$ cat src/rtl/cp0_defs.sv
// Shared CP0 definitions: register map, exception codes, Status/Cause layout.
package cp0_defs;

    // CP0 register addresses (rd field of mtc0/mfc0)
    localparam logic [4:0] REG_COUNT   = 5'd9;
    localparam logic [4:0] REG_COMPARE = 5'd11;
    localparam logic [4:0] REG_STATUS  = 5'd12;
    localparam logic [4:0] REG_CAUSE   = 5'd13;
    localparam logic [4:0] REG_EPC     = 5'd14;

    // ExcCode values written into Cause
    localparam logic [4:0] EXC_INT = 5'd0;
    localparam logic [4:0] EXC_RI  = 5'd10;
    localparam logic [4:0] EXC_OV  = 5'd12;

    // Bit positions inside Status and Cause
    localparam int ST_IE      = 0;
    localparam int ST_EXL     = 1;
    localparam int ST_IM_LSB  = 8;
    localparam int CA_IP_LSB  = 8;
    localparam int CA_EXC_LSB = 2;

    typedef struct packed {
        logic [7:0] im;
        logic       exl;
        logic       ie;
    } status_t;

    // Out of reset the core sits in exception level with interrupts off.
    localparam status_t STATUS_RST = '{im: 8'h00, exl: 1'b1, ie: 1'b0};

    function automatic logic [31:0] status_word(input status_t s);
        logic [31:0] w;
        w                   = '0;
        w[ST_IE]            = s.ie;
        w[ST_EXL]           = s.exl;
        w[ST_IM_LSB +: 8]   = s.im;
        return w;
    endfunction

    function automatic logic [31:0] cause_word(input logic [7:0] ip, input logic [4:0] code);
        logic [31:0] w;
        w                   = '0;
        w[CA_IP_LSB +: 8]   = ip;
        w[CA_EXC_LSB +: 5]  = code;
        return w;
    endfunction

endpackage

$ cat src/rtl/cp0_timer.sv
// CP0 Count/Compare timer: prescaled free-running Count, Compare match flag.
module cp0_timer #(
    parameter int COUNT_DIV = 2
) (
    input  logic        i_clk,
    input  logic        i_rst_n,
    input  logic        i_count_we,
    input  logic        i_compare_we,
    input  logic [31:0] i_wdata,
    output logic [31:0] o_count,
    output logic [31:0] o_compare,
    output logic        o_timer_flag
);

    logic        presc_q, presc_d;
    logic [31:0] count_q, count_d;
    logic [31:0] compare_q, compare_d;
    logic        flag_q, flag_d;
    logic        tick;

    // Next-state for prescaler, Count, Compare and the match flag
    always_comb begin
        tick      = (COUNT_DIV == 1) ? 1'b1 : presc_q;
        presc_d   = (COUNT_DIV == 1) ? 1'b0 : ~presc_q;
        count_d   = tick ? count_q + 32'd1 : count_q;
        compare_d = compare_q;
        flag_d    = flag_q;
        // A software write to Count beats the increment and restarts the divider.
        if (i_count_we) begin
            count_d = i_wdata;
            presc_d = 1'b0;
        end
        if (i_compare_we) begin
            compare_d = i_wdata;
        end
        // Writing Compare is the only way to acknowledge the timer interrupt.
        if (i_compare_we)
            flag_d = 1'b0;
        else if (count_q == compare_q)
            flag_d = 1'b1;
    end

    // Timer state registers
    always_ff @(posedge i_clk or negedge i_rst_n) begin
        if (!i_rst_n) begin
            presc_q   <= 1'b0;
            count_q   <= '0;
            compare_q <= '0;
            flag_q    <= 1'b0;
        end else begin
            presc_q   <= presc_d;
            count_q   <= count_d;
            compare_q <= compare_d;
            flag_q    <= flag_d;
        end
    end

    assign o_count      = count_q;
    assign o_compare    = compare_q;
    assign o_timer_flag = flag_q;

endmodule

$ cat src/rtl/cp0_regs.sv
// CP0 register file and exception sequencer for the unpipelined MIPS core.
module cp0_regs
    import cp0_defs::*;
#(
    parameter logic [31:0] EXC_VECTOR = 32'h0000_0180,
    parameter int          COUNT_DIV  = 2
) (
    input  logic        i_clk,
    input  logic        i_rst_n,
    input  logic        i_inst_valid,
    input  logic [31:0] i_pc,
    input  logic        i_mtc0,
    input  logic        i_mfc0,
    input  logic        i_eret,
    input  logic        i_unknown_func,
    input  logic        i_overflow,
    input  logic [4:0]  i_cp0_addr,
    input  logic [31:0] i_wdata,
    input  logic [5:0]  i_hw_irq,
    output logic [31:0] o_rdata,
    output logic        o_redirect,
    output logic [31:0] o_redirect_pc,
    output logic        o_exc_taken
);

    status_t     status_q, status_d;
    logic [5:0]  ip_hw_q;
    logic [1:0]  ip_sw_q, ip_sw_d;
    logic [4:0]  exc_code_q, exc_code_d;
    logic [31:0] epc_q, epc_d;

    logic [31:0] count, compare;
    logic        timer_flag;
    logic [7:0]  cause_ip;
    logic        irq_pend, exc, do_eret, do_mtc0;
    logic [4:0]  exc_code;

    // The read select has no side effects; o_rdata always follows the address.
    logic unused_mfc0;
    assign unused_mfc0 = i_mfc0;

    // Exception arbitration: RI > OV > interrupt, then eret, then mtc0
    always_comb begin
        cause_ip = {ip_hw_q[5] | timer_flag, ip_hw_q[4:0], ip_sw_q};
        irq_pend = status_q.ie & ~status_q.exl & (|(cause_ip & status_q.im));
        exc      = i_rst_n & i_inst_valid & (i_unknown_func | i_overflow | irq_pend);
        exc_code = i_unknown_func ? EXC_RI : (i_overflow ? EXC_OV : EXC_INT);
        do_eret  = i_rst_n & i_inst_valid & i_eret & ~exc;
        do_mtc0  = i_rst_n & i_inst_valid & i_mtc0 & ~exc;
    end

    // Next-state for Status, Cause (software bits and ExcCode) and EPC
    always_comb begin
        status_d   = status_q;
        ip_sw_d    = ip_sw_q;
        exc_code_d = exc_code_q;
        epc_d      = epc_q;
        if (exc) begin
            exc_code_d   = exc_code;
            status_d.exl = 1'b1;
            // Nested exceptions keep the original return address.
            if (!status_q.exl) epc_d = i_pc;
        end else if (do_eret) begin
            status_d.exl = 1'b0;
        end else if (do_mtc0) begin
            case (i_cp0_addr)
                REG_STATUS: begin
                    status_d.ie  = i_wdata[ST_IE];
                    status_d.exl = i_wdata[ST_EXL];
                    status_d.im  = i_wdata[ST_IM_LSB +: 8];
                end
                REG_CAUSE: ip_sw_d = i_wdata[CA_IP_LSB +: 2];
                REG_EPC:   epc_d   = i_wdata;
                default:   ;
            endcase
        end
    end

    // Architectural state; hardware IP lines are resampled every clock
    always_ff @(posedge i_clk or negedge i_rst_n) begin
        if (!i_rst_n) begin
            status_q   <= STATUS_RST;
            ip_hw_q    <= '0;
            ip_sw_q    <= '0;
            exc_code_q <= '0;
            epc_q      <= '0;
        end else begin
            status_q   <= status_d;
            ip_hw_q    <= i_hw_irq;
            ip_sw_q    <= ip_sw_d;
            exc_code_q <= exc_code_d;
            epc_q      <= epc_d;
        end
    end

    cp0_timer #(.COUNT_DIV(COUNT_DIV)) u_timer (
        .i_clk        (i_clk),
        .i_rst_n      (i_rst_n),
        .i_count_we   (do_mtc0 && (i_cp0_addr == REG_COUNT)),
        .i_compare_we (do_mtc0 && (i_cp0_addr == REG_COMPARE)),
        .i_wdata      (i_wdata),
        .o_count      (count),
        .o_compare    (compare),
        .o_timer_flag (timer_flag)
    );

    // Combinational register read (pre-update values)
    always_comb begin
        case (i_cp0_addr)
            REG_COUNT:   o_rdata = count;
            REG_COMPARE: o_rdata = compare;
            REG_STATUS:  o_rdata = status_word(status_q);
            REG_CAUSE:   o_rdata = cause_word(cause_ip, exc_code_q);
            REG_EPC:     o_rdata = epc_q;
            default:     o_rdata = '0;
        endcase
    end

    assign o_exc_taken   = exc;
    assign o_redirect    = exc | do_eret;
    assign o_redirect_pc = exc ? EXC_VECTOR : (do_eret ? epc_q : 32'h0);

endmodule

$ cat config.mk
export PLATFORM = sky130hd
export DESIGN_NAME = cp0_regs
export DESIGN_NICKNAME = d
export VERILOG_FILES = /design/src/rtl/cp0_defs.sv /design/src/rtl/cp0_timer.sv /design/src/rtl/cp0_regs.sv
export SDC_FILE = /design/constraint.sdc
export NUM_CORES = 1
export LEC_CHECK = 0
export CAP_MARGIN = 20
export CORE_UTILIZATION = 50
export CTS_CLUSTER_SIZE = 24
export DETAILED_ROUTE_END_ITERATION = 6
export GPL_ROUTABILITY_DRIVEN = 0
export PLACE_DENSITY_LB_ADDON = 0.12
export SYNTH_ARGS = -nofsm -noshare
export SYNTH_HDL_FRONTEND = slang
export SYNTH_HIERARCHICAL = 1
export SYNTH_SLANG_ARGS = --single-unit
$ cat constraint.sdc
create_clock -name i_clk -period 3.43 [get_ports i_clk]
set_clock_uncertainty 0.15 [all_clocks]
set_input_delay 0.5145 -clock i_clk [delete_from_list [all_inputs] [get_ports i_clk]]
set_output_delay 0.5145 -clock i_clk [all_outputs]
set_load 0.02 [all_outputs]
==> metrics <==
status=finished with violations; violations in the final reports=design-rule violations; Levels on crit path=8; reg2reg setup slack=680 ps; WP data required=approximately 2800 ps; net load switching power=~0.0012 W; Longest Clk Path Bufs=2; delay-heaviest family, CP=buffers and inverters; cts bufs inserted=17; f_max=about 300 MHz; Worst Hold Class=in -> async; syn_area_per_cell=between 10 and 15 µm²; Post-Syn Area=around 0.0069 mm²; Ys Warns=6; reg2reg end=epc_q[20]$_DFFE_PN0P_; Core Box Area=roughly 0.013 mm²; DIE WIDTH=around 120 µm; GR Util All Layers=approximately 28%; Gate power share=between 10% and 20%; Sequential Power Share=42.9%; worst-margin pin slew=~760 ps; Cell Pwr Density=between 400 and 500 mW/mm²; cell chain of the critical path=clkdlybuf4s50_1 -> nand3b_1 -> nand2b_1 -> buf_4 -> a211oi_1 -> a21oi_1 -> o21ai_0 -> clkdlybuf4s50_1; Worst Setup End Kind=output port; starting density of the core=a little over 50%; GR Overflow Total=0; Layout fillers=between 900 and 1000; depth of the CTS H-tree=4; Pwr Total=between 0.004 and 0.005 W; commonest non-fill, non-tap cell in the layout=dfrtp_1; Routed Antenna Nets=0; Critical Path AT=2600 ps; Final Hold Viols=0; crit path launch type=input pin; switch share=27.8%; hpwl dp=~14 mm; CTS tree=built; initial drt markers=405; maximum vdd drop=approximately 0.39 mV; Mapped Cells=~650; # DRC=2; Die ar.=roughly 0.014 mm²; wire per inst=19.6 µm; clock power share=between 30% and 40%; First-pass DRT Iterations=7; critical path peak fanout=13; IO Pins=about 150; Yosys cell types=approximately 50; WS Path Type=in -> out; DR vias/cell=between 5 and 6; Max Slew Vio Count=0; Synth area leader=dfrtp_1; FF+latch count, synth=roughly 120; sequential-to-total area share from yosys stat=43.2%; Lkg Pwr=approximately 4.5 nW; Buf/Inv on CP=3; final setup TNS=0 ps; area grow syn2layout=35.5%; Net Count, Synth=732; Slew HR=between 40% and 50%; cells on worst reg2reg path=8; largest cells by area after synthesis=dfrtp_1 (43%), mux2_2 (17%), xnor2_1 (7.2%); pin count of the biggest net entering global routing=60; clock sink count=around 120; initial antenna violation count=0; Yosys top cell area share=a little over two fifths; row cnt=42; drt total wl=around 19 mm; via count=between 5000 and 6000; root buf cell=clkbuf_16; layout cells sized above 1=around 22%; clk_lat worst skew=between 400 and 500 ps; first-pass GRT wire length=roughly 30 mm; n_diodes=0; number of max-cap violations=0; period utilisation layout=~95%; die height=between 100 and 150 µm; Clk pin slew, worst setup/hold paths=~50 ps; IO buf count=147; most frequent cells in the layout=dfrtp_1 (118), clkdlybuf4s50_1 (114), mux2_2 (103), xnor2_1 (57), nand2_1 (49); crit-path most repeated cell=clkdlybuf4s50_1; vias in the first global route=slightly below 6000; Final #Nets=between 800 and 900; critical path's slowest cell=clkdlybuf4s50_1; RSZ-0062 raised after global routing=false; min cycle time layout=about 3300 ps; Int Pwr=around 0.0032 W; reg2reg start=status_q[5]$_DFFE_PN0P_; crit-path max cell delay=640 ps; Setup violations, final=0
## repair_timing
action	in CTS	in global routing
endpoints found under the hold margin	10	0
hold buffers	1	0
gates resized for setup	2	33
buffers inserted	1	0
setup endpoints to repair	30	31
pin swaps	2	1
cloned	0	0
## through the flow
step	hold WS, ps	worst slack (ps)	util [%]	instances	instance area [µm²]
after global placement	218	150	65.1	957	8690
after global routing	345	17.9	70.1	988	9350
after CTS	338	36.0	69.4	988	9270
final	346	162	70.1	988	9350
after floorplan	68.9	889	-	648	6900
after detailed placement	222	91.1	65.1	957	8690
## how the worst max path moves through the flow
stage | start | endpoint | slack (ps)
finish | i_cp0_addr[3] | o_rdata[15] | 160
global route | i_cp0_addr[3] | o_rdata[15] | 20
global placement | i_cp0_addr[2] | o_rdata[5] | 150
floorplan | i_overflow | u_timer/o_compare[10]$_DFFE_PN0P_ | 890
detailed placement | i_cp0_addr[2] | o_rdata[5] | 90
CTS | i_rst_n | o_redirect_pc[21] | 40
## worst register-to-register path: stages, from the launching register on
cell	delay (ps)
dfrtp_1	390
a222oi_1	450
nand2_1	130
buf_4	170
o21ai_4	280
buf_4	390
o32ai_4	190
buf_12	200
mux2_2	290
## synthesized netlist by cell type, drive strengths merged
master and n:
a32o 1, o32ai 1, o211ai 1, a22oi 5
ha 1, xnor2 57, nor2 25, dfrtp 118
o2111a 1, a222oi 20, mux2 105, nor3 8
nor3b 1, nand4bb 1, clkbuf 26, mux2i 25
a21oi 10, nor4 12, nand3b 1, and3 5
nand3 17, nand2 49, and2 34, and4 3
buf 14, dfstp 1, a211oi 1, and4bb 1
xor2 6, nand4 17, o21ai 47, nand2b 2
o21a 1, or4b 1, inv 28, a221o 2
## kinds of logic after synthesis
logic type               count (synthesis)  share of synthesized area [%]
AO/OA/AOI/OAI                           90                           8.97
XOR/XNOR                                63                           7.99
adder cells (fa/ha/maj)                  1                          0.181
buffers and inverters                   68                           4.12
flip-flops                             119                           43.2
multiplexers                           130                           20.9
AND/OR/NAND/NOR                        177                           14.7
## layer usage
metal	track usage, %	vias to the layer above	wire, µm
li1	-	2632	-
met1	37.4	2832	8470
met2	46.1	227	9460
met4	7.66	0	233
met5	0	-	0
met3	6.70	25	1240
## cell type report
class	instances	area (µm²)	share of cell area, %
inverters	28	105	1.12
well taps	176	220	2.35
repair buffers	175	1830	19.5
flip-flops and latches	119	2980	31.8
clock inverters	3	40.0	0.428
clock buffers	26	519	5.55
multi-input cells	461	3660	39.2
## power by group through the flow
| stage | combinational [W] | clock (W) | sequential, W |
|---|---|---|---|
| floorplan | 0.000538 | 0 | 0.00184 |
| global placement | 0.000819 | 0 | 0.00191 |
| detailed placement | 0.000841 | 0 | 0.00192 |
| CTS | 0.000852 | 0.00171 | 0.00190 |
| global route | 0.000925 | 0.00178 | 0.00194 |
| finish | 0.000851 | 0.00168 | 0.00191 |
## registers in the layout, indices dropped and copies added, names as in the netlist
register / cells
u_timer/o_compare: 32
exc_code_q: 3
u_timer/o_timer_flag: 1
epc_q: 32
u_timer/o_count: 32
ip_hw_q: 6
status_q: 10
u_timer/presc_q: 1
ip_sw_q: 2
Note: power is estimated with default switching activity, not from simulation.
